**config.mk**
```make
export PLATFORM = sky130hd
export DESIGN_NAME = frame_move_scheduler_flat
export DESIGN_NICKNAME = d
export VERILOG_FILES = /design/src/rtl/frame_move_scheduler_pkg.sv /design/src/rtl/frame_move_scheduler_if.sv /design/src/rtl/frame_move_scheduler_key_cleaner.sv /design/src/rtl/frame_move_scheduler.sv /design/src/flat_wrapper.sv
export SDC_FILE = /design/constraint.sdc
export NUM_CORES = 1
export LEC_CHECK = 0
export CORE_MARGIN = 3
export CORE_UTILIZATION = 40
export DETAILED_ROUTE_END_ITERATION = 7
export HOLD_SLACK_MARGIN = 0.05
export PLACE_DENSITY_LB_ADDON = 0.15
export SLEW_MARGIN = 15
export SYNTH_ARGS = -nofsm -noshare
export SYNTH_HDL_FRONTEND = slang
export SYNTH_HIERARCHICAL = 1
export SYNTH_SLANG_ARGS = --single-unit
```
**constraint.sdc**
```tcl
create_clock -name Master_Clock_In -period 1.85 [get_ports Master_Clock_In]
set_input_delay 0.185 -clock Master_Clock_In [delete_from_list [all_inputs] [get_ports Master_Clock_In]]
set_output_delay 0.185 -clock Master_Clock_In [all_outputs]
set_load 0.01 [all_outputs]
```
**src/rtl/frame_move_scheduler_pkg.sv**
```systemverilog
// Shared constants and types for the frame move scheduler: key bit map, FSM states, speed reloads.
package frame_move_scheduler_pkg;

  localparam int KEY_UP    = 0;
  localparam int KEY_LEFT  = 1;
  localparam int KEY_RIGHT = 2;
  localparam int KEY_DOWN  = 3;
  localparam int KEY_FIRE  = 4;
  localparam int KEY_W     = 5;

  localparam int V_ACTIVE_DEF = 480;

  typedef logic [KEY_W-1:0] keys_t;

  typedef enum logic [2:0] {
    ST_IDLE    = 3'd0,
    ST_SNAP    = 3'd1,
    ST_SERVE_A = 3'd2,
    ST_WAIT_A  = 3'd3,
    ST_SERVE_B = 3'd4,
    ST_WAIT_B  = 3'd5
  } sched_state_t;

  // Divider reload is N-1, where N is the number of frames per move.
  function automatic logic [2:0] speed_reload(input logic [1:0] speed);
    case (speed)
      2'b00:   return 3'd7;
      2'b01:   return 3'd3;
      2'b10:   return 3'd1;
      default: return 3'd0;
    endcase
  endfunction

endpackage

```
**src/rtl/frame_move_scheduler_if.sv**
```systemverilog
// Move command handshake toward the draw datapath; req/player/dir hold until ack or timeout.
interface frame_move_scheduler_if;
  import frame_move_scheduler_pkg::*;

  logic  Move_Req_Out;
  logic  Move_Player_Out;
  keys_t Move_Dir_Out;
  logic  Move_Ack_In;

  modport master (output Move_Req_Out, Move_Player_Out, Move_Dir_Out, input Move_Ack_In);
  modport slave  (input Move_Req_Out, Move_Player_Out, Move_Dir_Out, output Move_Ack_In);
endinterface

```
**src/rtl/frame_move_scheduler_key_cleaner.sv**
```systemverilog
// Per-player key cleanup: cancels opposite directions, turns fire into a rising edge between snapshots.
// Combinational output; fire history only advances on snap.
module frame_move_scheduler_key_cleaner
  import frame_move_scheduler_pkg::*;
(
  input  logic  clk,
  input  logic  rst,
  input  logic  snap,
  input  keys_t keys,
  output keys_t clean
);

  logic prev_fire;

  always_ff @(posedge clk) begin
    if (rst) begin
      prev_fire <= 1'b0;
    end else if (snap) begin
      prev_fire <= keys[KEY_FIRE];
    end
  end

  always_comb begin
    clean = keys;
    if (keys[KEY_UP] && keys[KEY_DOWN]) begin
      clean[KEY_UP]   = 1'b0;
      clean[KEY_DOWN] = 1'b0;
    end
    if (keys[KEY_LEFT] && keys[KEY_RIGHT]) begin
      clean[KEY_LEFT]  = 1'b0;
      clean[KEY_RIGHT] = 1'b0;
    end
    clean[KEY_FIRE] = keys[KEY_FIRE] & ~prev_fire;
  end

endmodule

```
**src/rtl/frame_move_scheduler.sv**
```systemverilog
// Frame tick, speed divider and per-player move command sequencing with round-robin order.
// Tick one cycle after row/col match; commands wait for ack or ACK_TIMEOUT cycles each.
module frame_move_scheduler
  import frame_move_scheduler_pkg::*;
#(
  parameter int V_ACTIVE    = V_ACTIVE_DEF,
  parameter int ACK_TIMEOUT = 64,
  parameter int FCNT_W      = 8
) (
  input  logic                  Master_Clock_In,
  input  logic                  Reset_In,
  input  logic [9:0]            Val_Row_In,
  input  logic [9:0]            Val_Col_In,
  input  keys_t                 P1_Keys_In,
  input  keys_t                 P2_Keys_In,
  input  logic [1:0]            MoveSpeed_In,
  frame_move_scheduler_if.master move_if,
  output logic                  Frame_Tick_Out,
  output logic [FCNT_W-1:0]     Frame_Count_Out,
  output logic                  Overrun_Out
);

  localparam int TO_W = $clog2(ACK_TIMEOUT + 1);

  sched_state_t    state, state_nxt;
  logic            tick_det, move_frame, snap, wait_done;
  logic [2:0]      div_q;
  logic            rr_q, issued_q;
  keys_t           vec_p1, vec_p2, clean_p1, clean_p2, vec_a, vec_b;
  logic [TO_W-1:0] wait_cnt;

  assign tick_det   = (Val_Row_In == 10'(V_ACTIVE)) && (Val_Col_In == 10'd0);
  assign move_frame = Frame_Tick_Out && (div_q == 3'd0);
  assign snap       = (state == ST_SNAP);
  assign vec_a      = rr_q ? vec_p2 : vec_p1;
  assign vec_b      = rr_q ? vec_p1 : vec_p2;
  assign wait_done  = move_if.Move_Ack_In || (wait_cnt == TO_W'(ACK_TIMEOUT - 1));

  frame_move_scheduler_key_cleaner u_clean_p1 (
    .clk(Master_Clock_In), .rst(Reset_In), .snap(snap), .keys(P1_Keys_In), .clean(clean_p1)
  );
  frame_move_scheduler_key_cleaner u_clean_p2 (
    .clk(Master_Clock_In), .rst(Reset_In), .snap(snap), .keys(P2_Keys_In), .clean(clean_p2)
  );

  always_ff @(posedge Master_Clock_In) begin
    if (Reset_In) begin
      Frame_Tick_Out  <= 1'b0;
      Frame_Count_Out <= '0;
      div_q           <= 3'd0;
      Overrun_Out     <= 1'b0;
    end else begin
      Frame_Tick_Out <= tick_det;
      if (tick_det) Frame_Count_Out <= Frame_Count_Out + FCNT_W'(1);
      if (Frame_Tick_Out) div_q <= (div_q == 3'd0) ? speed_reload(MoveSpeed_In) : div_q - 3'd1;
      if (move_frame && (state != ST_IDLE)) Overrun_Out <= 1'b1;
    end
  end

  always_ff @(posedge Master_Clock_In) begin
    if (Reset_In) state <= ST_IDLE;
    else          state <= state_nxt;
  end

  always_comb begin
    state_nxt = state;
    case (state)
      ST_IDLE:    if (move_frame) state_nxt = ST_SNAP;
      ST_SNAP:    state_nxt = ST_SERVE_A;
      ST_SERVE_A: state_nxt = (vec_a != '0) ? ST_WAIT_A : ST_SERVE_B;
      ST_WAIT_A:  if (wait_done) state_nxt = ST_SERVE_B;
      ST_SERVE_B: state_nxt = (vec_b != '0) ? ST_WAIT_B : ST_IDLE;
      ST_WAIT_B:  if (wait_done) state_nxt = ST_IDLE;
      default:    state_nxt = ST_IDLE;
    endcase
  end

  // Request is live only in the WAIT states, so it always drops for a cycle between commands.
  always_comb begin
    move_if.Move_Req_Out    = 1'b0;
    move_if.Move_Player_Out = 1'b0;
    move_if.Move_Dir_Out    = '0;
    case (state)
      ST_WAIT_A: begin
        move_if.Move_Req_Out    = 1'b1;
        move_if.Move_Player_Out = rr_q;
        move_if.Move_Dir_Out    = vec_a;
      end
      ST_WAIT_B: begin
        move_if.Move_Req_Out    = 1'b1;
        move_if.Move_Player_Out = ~rr_q;
        move_if.Move_Dir_Out    = vec_b;
      end
      default: ;
    endcase
  end

  always_ff @(posedge Master_Clock_In) begin
    if (Reset_In) begin
      vec_p1   <= '0;
      vec_p2   <= '0;
      rr_q     <= 1'b0;
      issued_q <= 1'b0;
      wait_cnt <= '0;
    end else begin
      if (snap) begin
        vec_p1   <= clean_p1;
        vec_p2   <= clean_p2;
        issued_q <= 1'b0;
      end else if ((state_nxt == ST_WAIT_A) || (state_nxt == ST_WAIT_B)) begin
        issued_q <= 1'b1;
      end
      wait_cnt <= ((state == ST_WAIT_A) || (state == ST_WAIT_B)) ? wait_cnt + TO_W'(1) : '0;
      if (((state == ST_SERVE_B) || (state == ST_WAIT_B)) && (state_nxt == ST_IDLE) && issued_q)
        rr_q <= ~rr_q;
    end
  end

endmodule

```
**src/flat_wrapper.sv**
```systemverilog
// flat-port wrapper written by rule: the top's interface ports become plain ports
module frame_move_scheduler_flat import frame_move_scheduler_pkg::*;
#(
  parameter int V_ACTIVE    = V_ACTIVE_DEF,
  parameter int ACK_TIMEOUT = 64,
  parameter int FCNT_W      = 8
)
  (Master_Clock_In, Reset_In, Val_Row_In, Val_Col_In, P1_Keys_In, P2_Keys_In, MoveSpeed_In, Frame_Tick_Out, Frame_Count_Out, Overrun_Out, move_if_Move_Req_Out, move_if_Move_Player_Out, move_if_Move_Dir_Out, move_if_Move_Ack_In);
  frame_move_scheduler_if move_if_i ();
  input  logic Master_Clock_In;
  input  logic Reset_In;
  input  logic [9:0] Val_Row_In;
  input  logic [9:0] Val_Col_In;
  input  keys_t P1_Keys_In;
  input  keys_t P2_Keys_In;
  input  logic [1:0] MoveSpeed_In;
  output logic Frame_Tick_Out;
  output logic [FCNT_W-1:0] Frame_Count_Out;
  output logic Overrun_Out;
  output wire logic [$bits(move_if_i.Move_Req_Out)-1:0] move_if_Move_Req_Out;
  output wire logic [$bits(move_if_i.Move_Player_Out)-1:0] move_if_Move_Player_Out;
  output wire logic [$bits(move_if_i.Move_Dir_Out)-1:0] move_if_Move_Dir_Out;
  input wire logic [$bits(move_if_i.Move_Ack_In)-1:0] move_if_Move_Ack_In;
  assign move_if_Move_Req_Out = move_if_i.Move_Req_Out;
  assign move_if_Move_Player_Out = move_if_i.Move_Player_Out;
  assign move_if_Move_Dir_Out = move_if_i.Move_Dir_Out;
  assign move_if_i.Move_Ack_In = move_if_Move_Ack_In;
  frame_move_scheduler #(.V_ACTIVE(V_ACTIVE), .ACK_TIMEOUT(ACK_TIMEOUT), .FCNT_W(FCNT_W)) u_core (.Master_Clock_In(Master_Clock_In), .Reset_In(Reset_In), .Val_Row_In(Val_Row_In), .Val_Col_In(Val_Col_In), .P1_Keys_In(P1_Keys_In), .P2_Keys_In(P2_Keys_In), .MoveSpeed_In(MoveSpeed_In), .move_if(move_if_i), .Frame_Tick_Out(Frame_Tick_Out), .Frame_Count_Out(Frame_Count_Out), .Overrun_Out(Overrun_Out));
endmodule
```
==> impl_metrics.env <==
export IMPL_synth_most_common_cell="nor2_1"
export IMPL_instances_no_fill=334
export IMPL_ys_types=43
export IMPL_synth_edf_count=0
export IMPL_fin_util=0.600
export IMPL_yosysWarnings=6
export IMPL_portBuffers=51
export IMPL_cts_buffers=5
export IMPL_fin_nets=320
export IMPL_async_flop_share=0
export IMPL_drt_first_pass_iters=4
export IMPL_cts_root_buf="clkbuf_8"
export IMPL_grt_max_degree=23
export IMPL_critPathTopFamily="simple AND/OR/NAND/NOR gates"
export IMPL_period_minus_slack_ns=1.78
export IMPL_antenna_found_initial=0
export IMPL_rsz0062_at_grt="true"
export IMPL_groute_usage_overall=0.155
export IMPL_crit_start="u_core/state[1]$_SDFF_PP0_"
export IMPL_worst_path_most_repeated_cell="nor2_1"
export IMPL_placed_area_mm2=0.00255
export IMPL_cp_max_fo=5
export IMPL_internal_power_mw=1.13
export IMPL_slew_headroom=0.738
export IMPL_fmax_ghz=0.560
export IMPL_fin_hold_ws_ns=0.441
export IMPL_grt_pass1_vias=1554
export IMPL_fp_dieH_um=74.8
export IMPL_yosys_area_top_type_share=0.391
export IMPL_fillers=423
export IMPL_htreeDepth=2
export IMPL_grt_pass1_wl_mm=6.69
export IMPL_yosysTopAreaCell="dfxtp_1"
export IMPL_antenna_cells=0
export IMPL_dieWidth_um=74.8
export IMPL_critPathMaxStageDelay_ns=0.37
export IMPL_comb_power_share=0.084
export IMPL_syn_avg_cell_area_um2=8.80
export IMPL_setup_ws_ns=0.0652
export IMPL_initial_core_util=0.423
export IMPL_drv_cap=0
export IMPL_hp_class="reg2reg"
export IMPL_place_congestion=0.783
export IMPL_path_clk_slew_ns=0.07
export IMPL_worst_pin_slew_ns=0.393
export IMPL_pwr_share_seq=0.544
export IMPL_ys_flop_type="dfxtp_1"
export IMPL_clock_sinks=37
export IMPL_ir_worst_vdd_uv=449
export IMPL_busiest_layer="met2"
export IMPL_area_growth_pct=41.9
export IMPL_ys_ff_latch=37
export IMPL_antenna_left=0
export IMPL_cts_hold_buf=0
export IMPL_p_per_area_mw_per_mm2=542
export IMPL_status="finished, final reports clean"
export IMPL_crit_type="reg2out"
export IMPL_clk_path_buf_depth=2
export IMPL_coreArea_mm2=0.00447
export IMPL_p_sw_frac=0.222
export IMPL_overflow=0
export IMPL_synthTopCellsByCount="nor2_1, dfxtp_1, mux2i_1"
export IMPL_rows=24
export IMPL_cts_tree="yes"
export IMPL_clock_skew_ns=0.00512
export IMPL_synthCells=215
export IMPL_routed_wl_mm=4.12
export IMPL_crit_arrival_ns=1.60
export IMPL_finalCritPeriodShare=0.965
export IMPL_slowest_stage="dfxtp_4"
export IMPL_final_setup_tns_ns=0
export IMPL_grt_util_met2=0.240
export IMPL_pre_cts_ws_ns=-0.0426
export IMPL_hold_viol=0
export IMPL_drt_initial_drc_count=76
export IMPL_synth_seq_area_share=0.391
export IMPL_post_cts_buffers=0
export IMPL_place_inst=326
export IMPL_start_kind="flip-flop"
export IMPL_final_setup_viol_count=0
export IMPL_cp_data_required_time_ns=1.66
export IMPL_syn_nets=254
export IMPL_r2r_start="u_core/wait_cnt[0]$_SDFF_PP0_"
export IMPL_clk_latency_ns=0.28
export IMPL_use_met3=0.0427
export IMPL_switchingPower_uw=323
export IMPL_routed_via_density=5.08
export IMPL_cp_cell_sequence="nand2b_4 -> nor2_1 -> or2_4 -> a22oi_2 -> nor2_1 -> dlygate4sd2_1"
export IMPL_clkPwrFrac=0.372
export IMPL_leakagePower_nw=0.930
export IMPL_synth_area_leaders="dfxtp_1, nor2_1, mux2i_1"
export IMPL_dp_hpwl_mm=3.11
export IMPL_top_level_ports=52
export IMPL_avgRoutedWirePerCell_um=12.3
export IMPL_multi_input_area_mm2=0.00115
export IMPL_drc=0
export IMPL_final_seq_area_um2=748
export IMPL_path_buf_inv=1
export IMPL_grtUsageMet1=0.209
export IMPL_crit_path_end_kind="primary output"
export IMPL_fin_area_mm2=0.00269
export IMPL_min_from="u_core/wait_cnt[0]$_SDFF_PP0_"
export IMPL_synth_area_mm2=0.00189
export IMPL_vias=1697
export IMPL_drive_gt1_frac=0.160
export IMPL_p_total_mw=1.46
export IMPL_die_area_mm2=0.00559
export IMPL_slew_violations=0
## state kept, by name (all words and copies together), names as in the netlist
| signal | flops |
|---|---|
| u_core/Frame_Count_Out | 8 |
| u_core/wait_cnt | 7 |
| u_core/vec_p1 | 5 |
| u_core/vec_p2 | 5 |
| u_core/div_q | 3 |
| u_core/state | 3 |
| u_core/Frame_Tick_Out | 1 |
| u_core/Overrun_Out | 1 |
| u_core/issued_q | 1 |
| u_core/rr_q | 1 |
| u_core/u_clean_p1/prev_fire | 1 |
| u_core/u_clean_p2/prev_fire | 1 |
## final cells by class
type,count,area share
clock buffers,5,0.0256
well taps,52,0.0242
clock inverters,3,0.00652
multi-input cells,164,0.427
repair buffers,65,0.227
inverters,8,0.0112
flip-flops and latches,37,0.279
## worst reg2reg max path: stages (launching register included)
cell	delay, ns
dfxtp_1	0.35
ha_1	0.19
nand3_1	0.15
nor3_2	0.21
or3_1	0.19
or3b_1	0.35
a21oi_1	0.14
## cells in the final DEF, fill, tap and decap left out, drive strengths merged, types with 2 or more instances in the layout
master and instances:
nor2 46, clkdlybuf4s50 44, dfxtp 37, mux2i 14
buf 14, nor2b 11, a21oi 10, nand2 8
inv 8, xnor2 7, nor3 7, a22oi 6
clkbuf 5, o21ai 5, nand3 5, nand4 5
nand2b 5, nor4 5, dlygate4sd2 4, ha 4
clkdlybuf4s15 3, clkinv 2, or2 2, nor4b 2
a31o 2, or3 2, o21a 2, a311oi 2
a21o 2, xor2 2
## timing repair
item                                    in CTS  in global routing
resized for setup                           14                 10
endpoints found under the setup margin       7                  6
pin swaps                                    5                  1
## cells by family (layout without fill, tap and decap cells)
| family | Yosys count | count (layout) | share of synthesized area |
|---|---|---|---|
| AOI/OAI and AO/OA | 35 | 35 | 0.123 |
| xor gates and xnor gates | 9 | 9 | 0.0416 |
| adders and majority gates | 4 | 4 | 0.0264 |
| muxes | 14 | 14 | 0.0740 |
| DFF | 37 | 37 | 0.391 |
| and+or+nand+nor | 102 | 102 | 0.314 |
| buffers and inverters | 14 | 81 | 0.0297 |
## power by group through the flow
stage                     clock network, mW  registers, mW  logic, mW
after floorplan                           0          0.814     0.0298
after global placement                    0          0.814      0.122
after detailed placement                  0          0.814      0.123
after CTS                             0.566          0.795      0.123
after global routing                  0.603          0.793      0.130
final                                 0.542          0.793      0.122
## final timing paths
path                                   endpoint  slack, ns  cells after the start
setup / recovery        move_if_Move_Dir_Out[3]       0.07                      6
hold / removal    u_core/wait_cnt[0]$_SDFF_PP0_       0.44                      1
setup reg to reg     u_core/state[2]$_SDFF_PP0_       0.20                      6
hold reg to reg   u_core/wait_cnt[0]$_SDFF_PP0_       0.44                      1
## per-layer routing
layer  part of all wire  routed length, um
met1               0.50               2070
met2               0.44               1830
met5                  0                  0
met4              0.011                 47
met3              0.043                178
No activity file was read; power rests on OpenSTA's default activity.
==> RTL edit 1 (same flow settings) <==
The 6 states of `sched_state_t` get a one-hot encoding in 6 bits.
--- a/src/rtl/frame_move_scheduler_pkg.sv
+++ b/src/rtl/frame_move_scheduler_pkg.sv
@@ -12,13 +12,13 @@
 
   typedef logic [KEY_W-1:0] keys_t;
 
-  typedef enum logic [2:0] {
-    ST_IDLE    = 3'd0,
-    ST_SNAP    = 3'd1,
-    ST_SERVE_A = 3'd2,
-    ST_WAIT_A  = 3'd3,
-    ST_SERVE_B = 3'd4,
-    ST_WAIT_B  = 3'd5
+  typedef enum logic [5:0] {
+    ST_IDLE    = 6'b000001,
+    ST_SNAP    = 6'b000010,
+    ST_SERVE_A = 6'b000100,
+    ST_WAIT_A  = 6'b001000,
+    ST_SERVE_B = 6'b010000,
+    ST_WAIT_B  = 6'b100000
   } sched_state_t;
 
   // Divider reload is N-1, where N is the number of frames per move.
Behaviour: no difference found for any inputs over 10 cycles, from zero or initial values and one cycle with Reset_In high; not proved beyond that.
==> RTL edit 1 against the original RTL <==
- final cell count is 15% higher
- synthesized area is 7.2% higher
- total power is 14% higher
- count of clock-buffer cells in the layout stayed put
- routed wire length is 7.1% higher
- global-route usage is 0.23 points lower
- cell area is 4.6% higher
- sequential cell count is 3 higher
- via count is 13% higher
- setup slack better by 0.014 ns
- largest cell class unchanged
- highest routed layer unchanged
==> RTL edit 1: results (changes against the original RTL) <==
outcome=finished clean; CP max FO=6 (+1); global placement routability congestion=0.7921 (+1.2%); initial antenna violation count=0 (unchanged); Slew headroom=75.92% (+2.2 points); Total GRT Usage=15.23% (-0.23 points); vias per cell=4.987 (-1.8%); peak supply drop=359.6 uV (-20%); WP data arrival=1.59 ns; post-synthesis compound-gate area fraction=14.43% (+2.1 points); Synth Area in XOR/XNOR=4.747% (+0.58 points); post-CTS setup buffer count=0 (unchanged); port bufs=51 (unchanged); CTS Buf Count=5 (unchanged); R2R Path Start=u_core/vec_p2[1]$_SDFFE_PP0P_; drt total wl=4418 microns (+7.1%); Synth cell types=47 (+9.3%); slowest stage delay, CP=0.35 ns (-0.02 ns); largest net degree at the start of global routing=14 (-39%); RR Endpoint=u_core/issued_q$_SDFFE_PP0P_; Ys Warns=6 (unchanged); Hold Crit Start=u_core/wait_cnt[0]$_SDFF_PP0_; Detailed Routing Iterations Pass 1=4 (unchanged); first-pass GRT wire length=7603 microns (+14%); post-synthesis sequential area ratio=39.46% (+0.33 points); Post-synth ARST share=0% (unchanged); Post-Syn Nets=287 (+13%); worst hold endpoint=u_core/wait_cnt[0]$_SDFF_PP0_; Pleak=1.019 nW (+9.6%); Antenna diodes=0 (unchanged); top cells by area in the synthesized netlist=dfxtp_1 (39%), nor2_1 (6.5%), nand2_1 (5.5%), a21oi_1 (4.9%), nor2b_1 (4.0%); post-cts repair resize count=12 (-2); register-to-register setup slack=0.08 ns (-0.12 ns); Synth Area in Adders=2.466% (-0.18 points); clock transition at the registers of the reported paths=0.08 ns; Skew-Pair Late Insertion Delay=0.29 ns; skew final=0.006159 ns (+0.001041 ns); mux contribution to synthesized area=3.083% (-4.3 points); HPWL after detailed placement=3403 microns (+9.3%); initial DRC count=103 (+36%); reg2reg path depth=5 (-1); biggest regs=u_core/Frame_Count_Out x8, u_core/wait_cnt x7, u_core/state x6; slowest cell on the critical path=dfxtp_2; vias in the first global route=1,822 (+17%); NumNets Final=355 (+11%); Commonest cells post-synth=dfxtp_1 (40), nor2_1 (35), nand2_1 (30); Setup WS pre-CTS=-0.02823 ns (+0.01435 ns); layout cell share with drive strength beyond 1=16.09% (+0.13 points); clock buffer depth=2 (unchanged)
RTL edit 1: cell types whose count changed after synthesis, sizes merged, moves of 3 or more:
| cell | unedited run | this run |
|---|---|---|
| nand2 | 8 | 30 |
| nor2 | 46 | 35 |
| a21oi | 10 | 20 |
| mux2i | 14 | 4 |
| clkbuf | 4 | 7 |
| dfxtp | 37 | 40 |
| inv | 8 | 11 |
RTL edit 1: how the worst max path moves through the flow:
stage                     slack [ns]  cells after the start                                endpoint                         start
after floorplan                 0.08                      6              u_core/state[0]$_SDFF_PP1_  u_core/div_q[0]$_SDFFE_PP0P_
after global placement         -0.01                      7  u_core/Frame_Count_Out[6]$_SDFFE_PP0P_                 Val_Row_In[9]
after detailed placement       -0.03                      7  u_core/Frame_Count_Out[4]$_SDFFE_PP0P_                 Val_Row_In[9]
after global routing           0.009                      5              u_core/state[0]$_SDFF_PP1_    u_core/state[4]$_SDFF_PP0_
after CTS                      -0.04                      5                 move_if_Move_Dir_Out[1]    u_core/state[5]$_SDFF_PP0_
final                           0.08                      4                 move_if_Move_Player_Out    u_core/state[5]$_SDFF_PP0_
RTL edit 1: power by group:
| group | internal, W | total, W | switching (W) |
|---|---|---|---|
| Combinational | 0.0000786 | 0.000109 | 0.0000308 |
| Clock | 0.000399 | 0.000698 | 0.000299 |
| Sequential | 0.000860 | 0.000860 | 0.000000000194 |
RTL edit 1: critical path, delay by kind of cell (launching register included):
family	cells	cell delay, ns
DFF	1	0.35
buffers and inverters	1	0.23
and+or+nand+nor	2	0.41
muxes	1	0.31
RTL edit 1: stage by stage:
| stage | setup TNS (ns) | std cells | hold WS (ns) | instance area (sq um) | utilization, % |
|---|---|---|---|---|---|
| floorplan | 0 | 248 | 0.2574 | 2029 | - |
| global placement | -0.04448 | 376 | 0.4283 | 2694 | 55.92 |
| detailed placement | -0.09841 | 376 | 0.4300 | 2694 | 55.92 |
| CTS | -0.09727 | 384 | 0.4421 | 2810 | 58.34 |
| global route | 0 | 384 | 0.4761 | 2810 | 58.34 |
| finish | 0 | 384 | 0.4391 | 2810 | 58.34 |
RTL edit 1: layout make-up:
class | count | area (sq um)
clock buffer | 5 | 68.82
clock inverter | 3 | 42.54
fill | 454 | 2007
inverter | 11 | 41.29
multi-input combinational | 188 | 1145
sequential | 40 | 802.0
tap | 67 | 83.83
timing repair buffer | 70 | 626.9
RTL edit 1: cells by family (layout without fill, tap and decap cells):
group	Yosys count	in the layout
AOI/OAI and AO/OA	46	46
xor gates and xnor gates	11	11
adders and majority gates	4	4
buffers and inverters	20	89
DFF	40	40
muxes	6	6
and+or+nand+nor	121	121
RTL edit 1: metal layers:
metal  vias to the layer above  track usage (%)  wire length (microns)
met2                        49            24.78                   2061
li1                        999                -                      -
met3                         6            3.638                    202
met4                         0            4.270                     39
met1                       861            20.04                   2114
met5                         -                0                      0
==> RTL edit 2 (same settings) <==
Made on the original files. `ACK_TIMEOUT` is set to 64 in 2 places; all go to 128.
--- a/src/rtl/frame_move_scheduler.sv
+++ b/src/rtl/frame_move_scheduler.sv
@@ -4,7 +4,7 @@
   import frame_move_scheduler_pkg::*;
 #(
   parameter int V_ACTIVE    = V_ACTIVE_DEF,
-  parameter int ACK_TIMEOUT = 64,
+  parameter int ACK_TIMEOUT = 128,
   parameter int FCNT_W      = 8
 ) (
   input  logic                  Master_Clock_In,
--- a/src/flat_wrapper.sv
+++ b/src/flat_wrapper.sv
@@ -2,7 +2,7 @@
 module frame_move_scheduler_flat import frame_move_scheduler_pkg::*;
 #(
   parameter int V_ACTIVE    = V_ACTIVE_DEF,
-  parameter int ACK_TIMEOUT = 64,
+  parameter int ACK_TIMEOUT = 128,
   parameter int FCNT_W      = 8
 )
   (Master_Clock_In, Reset_In, Val_Row_In, Val_Col_In, P1_Keys_In, P2_Keys_In, MoveSpeed_In, Frame_Tick_Out, Frame_Count_Out, Overrun_Out, move_if_Move_Req_Out, move_if_Move_Player_Out, move_if_Move_Dir_Out, move_if_Move_Ack_In);
Check against the original RTL: no difference found for any inputs over 10 cycles, from zero or initial values and one cycle with Reset_In high; that may be too few to reach the edited logic, so the function may still have changed.
==> RTL edit 2 against the original RTL <==
- via count is 2.1% higher
- sequential cell count is 1 higher
- core utilization is 0.74 points higher
- setup slack better by 0.045 ns
- synthesized area is 1.4% higher
- non-clock buffer count is 4 higher
- cell area is 1.9% higher
- worst hold slack better by 0.035 ns
- total power is 4.3% higher
- clock power is 8.7% higher
- routed wire length is 1.3% lower
- sequential power is 2.9% higher
==> RTL edit 2: results (changes against the original RTL) <==
Pleak=1.013 nW (+8.9%); outcome=finished clean; Post-Syn Nets=260 (+2.4%); DR WL/cell=11.87 microns (-3.9%); biggest regs=u_core/Frame_Count_Out x8, u_core/wait_cnt x8; met2 WL=1827 microns (-0.22%); bufs w/o clock=69 (+6.2%); CP max FO=6 (+1); Slew headroom=74.96% (+1.2 points); register-to-register setup slack=0.18 ns (-0.02 ns); Metal-1 WL=1990 microns (-3.7%); Signal buf overhead=23.77% (+1.0 points); Commonest cells post-synth=nor2_1 (42), dfxtp_1 (38), mux2i_1 (14), nor2b_1 (14), nand2_1 (13); global placement routability congestion=0.8194 (+4.7%); Total GRT Usage=15.55% (+0.091 points); clk cell area share=3.473% (+0.26 points); post-cts repair resize count=13 (-1); layout cell share with drive strength beyond 1=16.49% (+0.54 points); number of sequential cells=38 (+2.7%); final hold slack=0.4760 ns (+0.03452 ns); wire length on met3=200 microns (+12%); HPWL after detailed placement=3214 microns (+3.2%); Post-DP Area=0.002610 sq mm (+2.3%); initial DRC count=65 (-14%); die area=0.005666 sq mm (+1.3%); comb_multi_in=169 (+3.0%); register fraction of the total cell area=28.02% (+0.16 points); post-synthesis sequential area ratio=39.63% (+0.51 points); routing usage on met1=21.25% (+0.30 points); Top delay family on crit path=buffers and inverters; NumNets Final=329 (+2.8%); vias in the first global route=1,652 (+6.3%); peak supply drop=362.4 uV (-19%); met2 Usage GRT=24.37% (+0.37 points); WP data arrival=1.55 ns (-0.05 ns); largest net degree at the start of global routing=13 (-43%); Finished Cell Area=0.002738 sq mm (+1.9%); multi-input gate share of total cell area=41.41% (-1.3 points); Signal inverters=7 (-1); met3 Use GR=3.338% (-0.93 points); clock buffers=6 (+1)
-- RTL edit 2: cell types whose count changed in the layout (fill, tap and decap cells not counted), sizes merged, moves of 3 or more --
cell	delta
nor2	-3
nor2b	+3
nand3	+3
buf	+4
nand2	+5
a21oi	-4
nand2b	-3
-- RTL edit 2: power breakdown --
part / switching [W] / internal, W
Clock: 0.000289 / 0.000299
Sequential: 0.000000000215 / 0.000816
Combinational: 0.0000347 / 0.0000801
-- RTL edit 2: per-stage QoR --
step           instances  worst slack, ns
2_1_floorplan        221           0.2922
3_3_place_gp         335         0.005731
3_5_place_dp         335        -0.001373
4_1_cts              343          0.02344
5_1_grt              343          0.02007
6_report             343           0.1101
-- RTL edit 2: cells by family after synthesis --
kind of cell,Yosys count,share of synthesized area (%)
flops,38,39.63
mux,15,7.888
fa+ha+maj,4,2.608
xor+xnor,13,5.932
simple gates,107,29.79
buf+inv,14,3.064
compound gates,30,11.08
-- RTL edit 2: how the worst max path moves through the flow --
| stage | startpoint | to | slack (ns) | cells past startpoint |
|---|---|---|---|---|
| after global placement | Val_Col_In[4] | u_core/Frame_Count_Out[6]$_SDFFE_PP0P_ | 0.006 | 6 |
| after detailed placement | Val_Col_In[4] | u_core/Frame_Count_Out[5]$_SDFFE_PP0P_ | -0.001 | 6 |
| final | u_core/state[1]$_SDFF_PP0_ | move_if_Move_Dir_Out[2] | 0.11 | 6 |
| after floorplan | u_core/vec_p2[4]$_SDFFE_PP0P_ | u_core/rr_q$_SDFFE_PP0P_ | 0.29 | 5 |
| after global routing | u_core/state[1]$_SDFF_PP0_ | move_if_Move_Dir_Out[3] | 0.02 | 6 |
| after CTS | u_core/rr_q$_SDFFE_PP0P_ | move_if_Move_Dir_Out[4] | 0.02 | 6 |
